===== config.mk =====
export PLATFORM = sky130hd
export DESIGN_NAME = sync_fifo_stream_adapter
export DESIGN_NICKNAME = d
export VERILOG_FILES = /design/src/rtl/libsv_fifo_pkg.sv /design/src/rtl/sync_fifo_stream_adapter.sv
export SDC_FILE = /design/constraint.sdc
export NUM_CORES = 1
export LEC_CHECK = 0
export ABC_AREA = 1
export CAP_MARGIN = 10
export CORE_UTILIZATION = 44
export DETAILED_ROUTE_END_ITERATION = 7
export GPL_ROUTABILITY_DRIVEN = 0
export MAX_ROUTING_LAYER = met4
export PLACE_DENSITY = 0.74
export SKIP_LAST_GASP = 1
export SLEW_MARGIN = 20
export SYNTH_ARGS = -nofsm -noshare
export SYNTH_HDL_FRONTEND = slang
export SYNTH_SLANG_ARGS = --single-unit
export TNS_END_PERCENT = 30

===== constraint.sdc =====
create_clock -name i_clock -period 1.4 [get_ports i_clock]
set_clock_uncertainty 0.15 [all_clocks]
set_input_delay 0.21 -clock i_clock [delete_from_list [all_inputs] [get_ports i_clock]]
set_output_delay 0.21 -clock i_clock [all_outputs]
set_load 0.01 [all_outputs]

===== src/rtl/libsv_fifo_pkg.sv =====
// libsv_fifo_pkg: shared types and constants for the sync_fifo stream adapter.
package libsv_fifo_pkg;
  typedef enum logic [2:0] {
    ZERO = 3'b001,
    ONE  = 3'b010,
    TWO  = 3'b100
  } adapter_state_t;
  localparam int ADAPTER_DEPTH = 2;
endpackage


===== src/rtl/sync_fifo_stream_adapter.sv =====
// sync_fifo_stream_adapter: drains a FWFT FIFO into a registered valid/ready stream via a 2-entry buffer.
// Optional statistics counters with LIBSV_SYNC_FIFO_STREAM_ADAPTER_STATS_EN.
module sync_fifo_stream_adapter
  import libsv_fifo_pkg::*;
#(
  parameter int DATA_WIDTH = 8,
  parameter int STAT_WIDTH = 16
) (
  input  logic                  i_clock,
  input  logic                  i_aresetn,
  input  logic                  i_flush,
  input  logic [DATA_WIDTH-1:0] i_fifo_data,
  input  logic                  i_fifo_empty,
  output logic                  o_fifo_rd_en,
  output logic                  o_valid,
  output logic [DATA_WIDTH-1:0] o_data,
  input  logic                  i_ready,
  output logic [1:0]            o_occupancy
`ifdef LIBSV_SYNC_FIFO_STREAM_ADAPTER_STATS_EN
  ,
  output logic [STAT_WIDTH-1:0] o_xfer_count,
  output logic [STAT_WIDTH-1:0] o_stall_count
`endif
);
  adapter_state_t state;
  logic [DATA_WIDTH-1:0] head, skid;
  logic pop, pop_out;
  // Popping is gated only by local state so i_ready never reaches the FIFO read enable.
  assign pop = !i_fifo_empty && (state == ZERO || state == ONE) && !i_flush && i_aresetn;
  assign pop_out = o_valid && i_ready;
  assign o_fifo_rd_en = pop;
  assign o_data = head;
  always_ff @(posedge i_clock or negedge i_aresetn) begin
    if (!i_aresetn) begin
      state <= ZERO;
      head <= '0;
      skid <= '0;
      o_valid <= 1'b0;
      o_occupancy <= 2'd0;
    end else if (i_flush) begin
      state <= ZERO;
      o_valid <= 1'b0;
      o_occupancy <= 2'd0;
    end else begin
      case (state)
        ZERO: if (pop) begin
          head <= i_fifo_data;
          state <= ONE;
          o_valid <= 1'b1;
          o_occupancy <= 2'd1;
        end
        ONE: if (pop && pop_out) head <= i_fifo_data;
          else if (pop) begin
            skid <= i_fifo_data;
            state <= TWO;
            o_occupancy <= 2'(ADAPTER_DEPTH);
          end else if (pop_out) begin
            state <= ZERO;
            o_valid <= 1'b0;
            o_occupancy <= 2'd0;
          end
        TWO: if (pop_out) begin
          head <= skid;
          state <= ONE;
          o_occupancy <= 2'd1;
        end
        default: begin
          state <= ZERO;
          o_valid <= 1'b0;
          o_occupancy <= 2'd0;
        end
      endcase
    end
  end
`ifdef LIBSV_SYNC_FIFO_STREAM_ADAPTER_STATS_EN
  always_ff @(posedge i_clock or negedge i_aresetn) begin
    if (!i_aresetn) begin
      o_xfer_count <= '0;
      o_stall_count <= '0;
    end else if (i_flush) begin
      o_xfer_count <= '0;
      o_stall_count <= '0;
    end else begin
      if (pop_out && o_xfer_count != '1) o_xfer_count <= o_xfer_count + 1'b1;
      if (o_valid && !i_ready && o_stall_count != '1) o_stall_count <= o_stall_count + 1'b1;
    end
  end
`endif
endmodule

==> results of run 1 <==
-- flip-flops by register name (all words and copies together) (netlist names) --
signal and flops:
o_occupancy 2, o_valid 1, skid 8, o_data 8, state 1
-- routing by layer --
metal	vias up	routed length, um
li1	540	-
met1	472	1185
met5	-	0
met3	2	61
met4	0	16
met2	21	1299
-- worst register-to-register path, cell delays in order, from the launching register on --
cell,delay (ns)
dfstp_2,0.56
buf_4,0.12
inv_4,0.04
nand3_4,0.06
buf_6,0.11
nand2_4,0.05
nand2_2,0.08
nand2_4,0.08
inv_6,0.10
nand2_8,0.08
nand2_1,0.07
nand2_1,0.05
-- area by class of cell --
| cell class | instances | area [um^2] | share of cell area, % |
|---|---|---|---|
| multi-input combinational | 101 | 616.8 | 36.06 |
| sequential | 20 | 501.7 | 29.33 |
| timing repair buffer | 45 | 419.2 | 24.51 |
| inverter | 18 | 75.07 | 4.389 |
| tap | 30 | 37.54 | 2.195 |
| clock inverter | 1 | 30.03 | 1.756 |
| clock buffer | 3 | 22.52 | 1.317 |
| timing repair inverter | 1 | 7.507 | 0.4389 |
-- through the flow --
step | utilization (%) | std cells | setup slack [ns] | setup TNS [ns]
floorplan | - | 142 | -0.02393 | -0.1914
global placement | 61.98 | 208 | -0.3958 | -6.051
detailed placement | 61.98 | 208 | -0.4346 | -6.821
CTS | 66.36 | 215 | -0.2648 | -5.186
global route | 69.67 | 219 | -0.3470 | -7.346
finish | 69.67 | 219 | -0.2421 | -5.046
-- how the worst max path moves through the flow --
stage | from | endpoint | slack, ns
after floorplan | state[0]$_DFFE_PN1P_ | o_data[0]$_DFFE_PN0P_ | -0.02
after global placement | i_flush | o_fifo_rd_en | -0.40
after detailed placement | i_flush | o_fifo_rd_en | -0.43
after CTS | state[0]$_DFFE_PN1P_ | o_fifo_rd_en | -0.26
after global routing | state[0]$_DFFE_PN1P_ | o_fifo_rd_en | -0.35
final | state[0]$_DFFE_PN1P_ | o_data[4]$_DFFE_PN0P_ | -0.24
-- cell families after synthesis --
family,synth area share (%)
AO/OA/AOI/OAI,11.77
buffers and inverters,8.910
flip-flops,44.12
AND/OR/NAND/NOR,35.20
-- cells in the mapped netlist --
| library cell | number | share of area (%) |
|---|---|---|
| buf_2 | 1 | 0.44 |
| buf_4 | 2 | 1.3 |
| nor2_2 | 2 | 1.1 |
| nand3_1 | 12 | 5.3 |
| nand3_4 | 2 | 3.1 |
| inv_1 | 13 | 4.3 |
| inv_2 | 4 | 1.3 |
| nor2_4 | 1 | 0.99 |
| o21ai_1 | 1 | 0.44 |
| nor2_1 | 11 | 3.6 |
| o21ai_2 | 2 | 1.5 |
| nand2_2 | 5 | 2.8 |
| dfrtp_1 | 19 | 42 |
| a21oi_1 | 1 | 0.44 |
| nand3_2 | 1 | 0.88 |
| buf_6 | 1 | 0.99 |
| nand2_1 | 43 | 14 |
| nand2_4 | 1 | 0.99 |
| inv_4 | 1 | 0.55 |
| dfstp_2 | 1 | 2.3 |
| nand4_1 | 1 | 0.55 |
| a21oi_2 | 7 | 5.4 |
| nor2_8 | 1 | 1.8 |
| o21ai_0 | 9 | 4.0 |
-- what timing repair did --
action                     in CTS  in global routing
pin swaps                       4                  8
setup buffers                   2                  3
gates cloned                    1                  1
setup endpoints to repair      31                 32
gates resized for setup        24                 10
-- power by group through the flow --
stage	Sequential [mW]	Combinational, mW	Clock [mW]
finish	0.940	1.61	0.473
global route	0.970	1.77	0.517
CTS	0.930	1.46	0.486
detailed placement	0.937	1.37	0
global placement	0.920	1.34	0
floorplan	0.993	0.766	0
==> flow_metrics.py, run 1 <==
metrics = {
    "logic_synthesis": {
        "syn_area_um2": 1137,
        "ys_seq_area_share_pct": 44.11,
        "yosysWarningCount": 0,
        "avgSynthCellArea_um2": 8.009,
        "synth_seq_cells": 20,
        "synth_cell_types": 24,
        "synth_fp_nets": 155,
        "syn_inst": 142,
    },
    "worst_setup_path": {
        "reg2reg_slack_ns": -0.24,
        "max_stage_delay_ns": 0.56,
        "cp_max_fo": 8,
        "cp_slowest_cell": "dfstp_2",
        "r2r_end": "o_data[4]$_DFFE_PN0P_",
        "reg2reg_from": "state[0]$_DFFE_PN1P_",
        "crit_chain": "buf_4 -> inv_4 -> nand3_4 -> buf_6 -> nand2_4 -> nand2_2 -> nand2_4 -> inv_6 -> nand2_8 -> nand2_1 -> nand2_1",
        "cp-end-kind": "flip-flop",
        "cp.depth": 11,
        "startpoint_type": "flip-flop",
        "reg2reg_depth": 11,
        "worst-setup-path-type": "reg2reg",
        "required_ns": 1.46,
        "crit_family": "flip-flops",
        "critPathBufInv": 4,
        "cp.arrival_ns": 1.70,
    },
    "final_layout": {
        "fin_area_um2": 1710,
        "syn_to_final_growth_pct": 50.38,
        "nFillCells": 184,
        "drive_above_1_share_pct": 36.51,
        "num_antenna_cells": 0,
        "layout_common_cells": "nand2_1 (34), clkdlybuf4s50_1 (20), dfrtp_1 (19)",
        "layout.cells.most_common": "nand2_1",
        "fin_nets": 203,
    },
    "sta": {
        "period_minus_slack_ns": 1.642,
        "period_share_pct": 117.3,
        "holdWs_ns": 0.1405,
        "setup_viol": 30,
        "hold_viol": 0,
        "slew_violations": 0,
        "max_freq_mhz": 609.0,
        "slew_headroom_pct": 81.13,
        "rsz0062_at_grt": "true",
        "tightest_slew_ns": 0.2801,
        "postLayoutSetupSlackWorst_ns": -0.2421,
    },
    "global_routing": {
        "use_met2_pct": 30.80,
        "grt_use_total_pct": 20.34,
        "grt_util_met1_pct": 27.59,
        "grt_pass1_wl_um": 3988,
        "grt.busiest_layer": "met2",
        "grt_use_met3_pct": 3.478,
        "overflow": 0,
        "antenna_found_initial": 0,
        "grt_max_degree": 21,
        "grt_pass1_vias": 920,
    },
    "floorplan": {
        "rows": 18,
        "io_pins": 25,
        "dieArea_um2": 2792,
        "start_util_pct": 46.33,
        "die_h_um": 52.84,
        "core-area_um2": 2455,
        "die_x_um": 52.84,
    },
    "cts": {
        "cts_num_sinks": 20,
        "clk_pin_slew_ns": 0.12,
        "ctsRootBufferMaster": "clkbuf_4",
        "cts_tree": "yes",
        "cts_buffer_depth": 2,
        "h-tree-depth": 1,
        "insertion_delay_ns": 0.30,
        "hold_buffers": 0,
        "cts_buffers": 3,
    },
    "run": {
        "cap_violations": 0,
    },
    "detailed_routing": {
        "drc_errors": 0,
        "detail_route.wl_per_cell_um": 11.70,
        "dr.pass1.iters": 4,
        "drtIter0Drc": 22,
        "drt_wl_total_um": 2562,
        "ant_nets": 0,
        "viasPerCell": 4.726,
        "num_vias": 1035,
    },
    "power_and_ir_drop": {
        "powerDensity_nw_per_um2": 1770,
        "power_frac_comb_pct": 53.3,
        "power_frac_clock_pct": 15.6,
        "switching_share_pct": 39.37,
        "ir_worst_vdd_uv": 1001,
        "seqPwrFrac_pct": 31.1,
        "p_int_mw": 1.835,
        "p_switching_mw": 1.192,
        "power_mw": 3.027,
        "leakage_nw": 0.8766,
    },
    "run_status": {
        "status": "finished with violations",
        "violations": "setup timing",
    },
    "place": {
        "dp_hpwl_um": 1801,
        "port_buffers": 24,
        "placed_area_um2": 1521,
    },
    "worst_hold_path": {
        "hold_path.class": "in2async",
    },
}
No activity file was read; power rests on OpenSTA's default activity.
==> run 2: changes to the inputs <==
- ABC_CLOCK_PERIOD_IN_PS: unset -> 1400
==> results of run 2 <==
The final DEF is identical to that of run 1; final timing and power are the same.
